`config.mk`:
```
export PLATFORM = sky130hd
export DESIGN_NAME = flit_time_stamper
export DESIGN_NICKNAME = d
export VERILOG_FILES = /design/src/rtl/flit_time_stamper.sv
export SDC_FILE = /design/constraint.sdc
export NUM_CORES = 1
export LEC_CHECK = 0
export ABC_AREA = 1
export CORE_ASPECT_RATIO = 0.5
export CORE_MARGIN = 10
export CORE_UTILIZATION = 55
export DETAILED_ROUTE_END_ITERATION = 8
export GPL_TIMING_DRIVEN = 1
export PLACE_DENSITY = 0.79
export SYNTH_ARGS = -nofsm -noshare
export SYNTH_HDL_FRONTEND = slang
export SYNTH_SLANG_ARGS = --single-unit
```
`constraint.sdc`:
```
create_clock -name clk -period 5.31 [get_ports clk]
set_input_delay 1.062 -clock clk [delete_from_list [all_inputs] [get_ports clk]]
set_output_delay 1.062 -clock clk [all_outputs]
set_load 0.02 [all_outputs]
```
`src/rtl/flit_time_stamper.sv`:
```
// flit_time_stamper: injection-side stamping buffer between a PE and a router.
// Each accepted flit is tagged with a nonzero injection time from a
// free-running counter that skips 0 and the all-ones sentinel. Tagged flits
// are queued in a small circular FIFO and presented to the router in order.

module flit_time_stamper #(
   parameter int WIDTH_TIME = 8,
   parameter int WIDTH_DATA = 64,
   parameter int DEPTH      = 4
) (
   input  logic                     clk,
   input  logic                     reset,
   input  logic                     pe_valid,
   input  logic [WIDTH_DATA-1:0]    pe_data,
   output logic                     pe_ready,
   output logic                     inj_valid,
   output logic [WIDTH_DATA-1:0]    inj_data,
   output logic [WIDTH_TIME-1:0]    inj_time,
   input  logic                     inj_grant,
   output logic [$clog2(DEPTH):0]   count
);

   localparam int PTR_W = $clog2(DEPTH);
   localparam int CNT_W = PTR_W + 1;

   // Time 0 means "no flit" downstream and all-ones is a sentinel, so the
   // counter runs 1 .. MAX_TIME-1 and wraps back to 1.
   localparam logic [WIDTH_TIME-1:0] FIRST_TIME = WIDTH_TIME'(1);
   localparam logic [WIDTH_TIME-1:0] LAST_TIME  = {WIDTH_TIME{1'b1}} - WIDTH_TIME'(1);
   localparam logic [CNT_W-1:0]      FULL_CNT   = CNT_W'(DEPTH);

   logic [WIDTH_DATA-1:0] mem_data [DEPTH];
   logic [WIDTH_TIME-1:0] mem_time [DEPTH];
   logic [PTR_W-1:0]      rd_ptr;
   logic [PTR_W-1:0]      wr_ptr;
   logic [WIDTH_TIME-1:0] cur_time;
   logic                  push;
   logic                  pop;

   // Handshake terms come only from registered occupancy and reset, so there
   // is no combinational path from pe_valid or inj_grant to pe_ready.
   assign pe_ready  = (count < FULL_CNT) && !reset;
   assign inj_valid = (count != '0);
   assign push      = pe_valid && pe_ready;
   assign pop       = inj_valid && inj_grant;

   // Head entry, forced to zero when empty so a stale entry never looks valid.
   assign inj_data = inj_valid ? mem_data[rd_ptr] : '0;
   assign inj_time = inj_valid ? mem_time[rd_ptr] : '0;

   // Free-running injection clock: 1, 2, ..., MAX_TIME-1, 1, ...
   always_ff @(posedge clk) begin
      if (reset) begin
         cur_time <= FIRST_TIME;
      end else if (cur_time == LAST_TIME) begin
         cur_time <= FIRST_TIME;
      end else begin
         cur_time <= cur_time + WIDTH_TIME'(1);
      end
   end

   // FIFO pointers and occupancy; pointers wrap naturally at DEPTH.
   always_ff @(posedge clk) begin
      if (reset) begin
         rd_ptr <= '0;
         wr_ptr <= '0;
         count  <= '0;
      end else begin
         if (push) wr_ptr <= wr_ptr + PTR_W'(1);
         if (pop)  rd_ptr <= rd_ptr + PTR_W'(1);
         case ({push, pop})
            2'b10:   count <= count + CNT_W'(1);
            2'b01:   count <= count - CNT_W'(1);
            default: count <= count;
         endcase
      end
   end

   // Entry storage: payload plus the time stamp sampled in the push cycle.
   // NOTE: storage is deliberately not reset; occupancy alone decides validity,
   // and leaving the array unreset lets it map onto plain RAM/flops.
   always_ff @(posedge clk) begin
      if (push) begin
         mem_data[wr_ptr] <= pe_data;
         mem_time[wr_ptr] <= cur_time;
      end
   end

endmodule
```
### Yosys cells after proc, flatten, opt, wreduce, memory -nomap -nowiden

Memory sizes are Yosys's and may differ from the RTL's. A register that Yosys moved wholly into a read port is not among the register bits.
Cells that the tools add are included.

| operators by class | value |
|---|---|
| add/subtract/negate cells | 5 |
| $mul | 0 |
| div/mod/pow operators | 0 |
| magnitude comparators | 1 |
| equal/unequal tests | 3 |
| shift operators | 0 |
| muxes and demuxes | 9 |
| bitwise gates (word level) | 0 |
| reductions and logical operators | 7 |

Operators by type and width:

| kind | number |
|---|---|
| 64-bit two-way mux | 1 |
| 8-bit by 1-bit adder with 8-bit output, second input constant | 1 |
| 8-bit == test, second input constant | 1 |
| 2-bit two-way mux | 4 |
| 8-bit two-way mux | 1 |
| 3-bit case mux with 2 select lines | 1 |
| 2-bit by 1-bit adder with 2-bit output, second input constant | 2 |
| 3-bit by 1-bit adder with 3-bit output, second input constant | 1 |
| 1-bit logical AND | 3 |
| 3-bit < comparator, second input constant | 1 |
| 3-bit nonzero test | 1 |
| 3-bit by 1-bit subtractor with 3-bit output, second input constant | 1 |
| 2-bit by 1-bit == test with 1-bit output, second input constant | 1 |
| 2-bit == test, second input constant | 1 |
| 1-bit two-way mux | 2 |
| 2-bit nonzero test | 1 |
| 2-bit OR reduction | 1 |
| 1-bit zero test | 1 |

| word-level totals | value |
|---|---|
| register bits after elaboration | 15 |
| bits in latches | 0 |
| bits in writable memories | 288 |
| memory bits (read-only) | 0 |
| input port bits | 68 |
| output and inout bits | 77 |
| memories | 2 |

Memory list:

| name | words | bits a word | read ports | clocked after Yosys merged registers in | wr ports | line | text |
|---|---|---|---|---|---|---|---|
| mem_data | 4 | 64 | 1 | 1 | 1 | 32 | `logic [WIDTH_DATA-1:0] mem_data [DEPTH];` |
| mem_time | 4 | 8 | 1 | 1 | 1 | 33 | `logic [WIDTH_TIME-1:0] mem_time [DEPTH];` |

### Depth between registers and ports, before layout

| depth | value |
|---|---|
| depth in word-level cells | 5 |
| gate-level depth with buffers | 13 |
| mapped depth without buffers | 13 |

### Least setup slack after synthesis

Ideal clock, no wire load.

| timing path | value |
|---|---|
| path kind | input to register |
| start | input reset |
| end | memory mem_data[0][0], enable pin |
| setup time | 0.503 ns |
| data arrival time | 4.693 ns |
| path slack | 0.114 ns |
| stages on the path | 3 |
| buffers on the path | 0 |
| path through | nor2_1 -> nand2_1 -> nor2_1 |

| on the way | value |
|---|---|
| word-level cells in the longest chain between the ends | 5 |

RTL lines:

| element | line | text |
|---|---|---|
| start, declared | 12 | `input logic reset,` |
| 1-bit zero test | 42 | `assign pe_ready = (count < FULL_CNT) && !reset;` |
| 1-bit logical AND | 42 |  |
| 1-bit logical AND | 44 | `assign push = pe_valid && pe_ready;` |
| 1-bit two-way mux | 83 | `if (push) begin` |
| 1-bit two-way mux (implied by the code) | 84 | `mem_data[wr_ptr] <= pe_data;` |
| end, declared | 32 |  |

Every way passes these cells.

==> impl_metrics.csv <==
group,metric,value,unit
synth,synth_area_per_cell,12.4,µm²
clock_tree,root_buffer,"clkbuf_16",
die,core-area,20900,µm²
synth,synthXorXnorAreaFrac,0.147,%
setup_path,worstSetupStartpointType,"flip-flop",
synth,synthMuxAreaShare,0,%
die,die_w,228,µm
power,power_frac_comb,34.9,%
setup_path,cp-end-kind,"output port",
setup_path,worstSetupPathType,"reg2out",
timing,setup_viol,0,
clock_tree,clk_latency,0.52,ns
routing,first_iter_violations,747,
place,portBuffers,144,
timing,rsz0062_at_grt,"no",
routing,viasPerCell,5.54,
synth,synth_adder_area_share,0.900,%
power,netSwitchingFraction,34.0,%
die,die_h,124,µm
routing,drc,0,
synth,synth_cell_types,20,
routing,wl,27100,µm
power,p_per_area,499,nW/µm²
synth,yosysTopAreaCell,"edfxtp_1",
global_routing,grt_pass1_vias,7743,
routing,route.vias.total,7779,
synth,seq_area_frac_synth,75.2,%
synth,synth_compound_area_share,9.63,%
power,leakage,4.84,nW
synth,synth_top_family_by_area,"simple AND/OR/NAND/NOR gates",
clock_tree,clk_path_buf_depth,3,
clock_tree,h-tree-depth,1,
timing,tightest_slew,1.11,ns
routing,drt-pass1-iter-count,5,
timing,finalSetupTns,0,ns
synth,synth_top_area_share,72.4,%
clock_tree,cts-buffers-inserted,26,
worst_hold_path,hold_class,"reg2reg",
place,gp_congestion,0.783,
synth,syn_area,12000,µm²
worst_hold_path,min_path_cells,2,
place,pre_cts_ws,1.31,ns
die,io_pins,145,
timing,maxSlewViolCount,0,
die,die_area,28400,µm²
timing,post-route-period-util,86.5,%
synth,synth_area_leaders,"edfxtp_1, nor2_1, o21ai_0",
timing,whs,0.507,ns
clock_tree,post_cts.repair.setup_buffers,0,
clock_tree,cts_tree,"built",
cells_and_area,area_delta_synth_final,20.7,%
global_routing,overflow,0,
global_routing,grt_pass1_wl,42100,µm
timing,clock_skew,0.00888,ns
power,p_total,7.20,mW
clock_tree,path_clk_slew,0.06,ns
setup_path,cp.required,4.25,ns
global_routing,grt_max_degree,98,
power,power_switching,2.45,mW
synth,synth_simple_gate_area_share,10.8,%
global_routing,antenna_found_initial,0,
timing,max_freq,218,MHz
place,dp_cells,1358,
cells_and_area,drive_gt1_share,4.94,%
place,hpwl,15600,µm
setup_path,reg2regPathDepth,4,
cells_and_area,nFillCells,1394,
cells_and_area,n_antenna_cell,0,
clock_tree,cts_sinks,305,
power,p_clk_share,25.5,%
routing,postRouteAntennaNets,0,
die,rows,37,
routing,avgRoutedWirePerCell,19.3,µm
power,max-vdd-ir-drop,0.000317,V
die,initial_core_util,57.1,%
cells_and_area,fin_nets,1170,
cells_and_area,fin_cells,1405,
run_status,status,"completed",
global_routing,track_usage,18.3,%
clock_tree,cts_resized,0,
timing,hold_viol_final,0,
setup_path,worst_ep_arrival_time,3.53,ns
flow_run,maxCapViolations,0,
timing,slew_headroom,25.8,%
timing,fin_crit,4.59,ns
synth,synth_cells,964,
power,p_int,4.75,mW
synth,synthesis.nets,1040,
setup_path,cp_max_fo,86,
timing,worst_slack,0.716,ns
synth,ys_ff_latch,305,
power,pwr-share-seq,39.6,%
synth,yosysWarnings,0,
clock_tree,cts_hold_buffers,0,
-- worst max-delay path: stages (launching register included) --
cell and delay, ns:
dfxtp_4 0.78, buf_4 0.86, nor2_1 0.12, nor2_1 0.13, o21ai_0 0.12, a21oi_1 0.23
clkdlybuf4s50_1 0.67
-- cell usage in the layout (no fill, tap or decap), types with 9 or more instances in the layout --
cell type        synthesis  final
o21ai_1                 60     60
clkdlybuf4s50_1          0    144
buf_4                    1      9
nand2_1                 24     24
a21oi_1                 80     80
edfxtp_1               288    288
nor2_1                 308    304
clkbuf_1                21      9
dfxtp_1                 17     15
o21ai_0                 90     90
clkbuf_16                0     27
inv_1                   22     22
-- sequential cells by signal, summed over array words and instances, names as in the netlist, named ones only --
name      count
count         3
rd_ptr        2
mem_data    256
wr_ptr        2
mem_time     32
cur_time      8
-- power by group through the flow --
stage	clock network, mW	logic, mW	registers (mW)
after floorplan	0	1.43	2.86
after global placement	0	2.47	2.89
after detailed placement	0	2.52	2.90
after CTS	1.86	2.54	2.85
after global routing	1.95	2.71	2.87
final	1.84	2.51	2.85
-- metrics by stage --
step | util [%] | area, µm²
floorplan | - | 12000
global placement | 65.0 | 13600
detailed placement | 65.0 | 13600
CTS | 68.9 | 14400
global route | 68.9 | 14400
finish | 68.9 | 14400
-- cell usage after synthesis --
library cell	instances
nor2_1	308
buf_2	17
ha_1	7
buf_4	1
dfxtp_1	17
inv_2	2
a21oi_1	80
o21ai_1	60
clkbuf_1	21
nand2_1	24
clkbuf_2	5
buf_6	9
nand3_1	8
fa_1	1
nor3_1	1
xor2_1	2
o21ai_0	90
inv_1	22
inv_4	1
edfxtp_1	288
-- cell families after synthesis --
logic type,after synthesis
AO/OA/AOI/OAI,230
XOR/XNOR,2
buffers and inverters,78
adder cells (fa/ha/maj),8
flip-flops,305
AND/OR/NAND/NOR,341
-- final timing paths --
path | startpoint | end | slack (ns)
max | flip-flop | inj_data[60] | 0.72
min | rd_ptr[1]$_SDFFE_PP0P_ | flip-flop | 0.51
max reg2reg | count[2]$_SDFFE_PP0P_ | mem_data[1][20]$_DFFE_PP_ | 3.01
min reg2reg | rd_ptr[1]$_SDFFE_PP0P_ | flip-flop | 0.51
-- per-layer routing --
metal / part of all wire [%] / GRT usage, %
met3: 6.5 / 3.63
met2: 51 / 32.1
met4: 1.7 / 4.72
met1: 40 / 22.7
met5: 0 / 0
-- layout make-up --
type                    instances  area (µm²)  area share, %
flip-flops and latches        305        8990           62.3
multi-input cells             581        2600           18.0
repair buffers                155        1550           10.7
clock buffers                  37         723           5.01
well taps                     292         365           2.53
clock inverters                10         100          0.694
inverters                      25        96.3          0.668
Power figures use the tool's default switching activity.
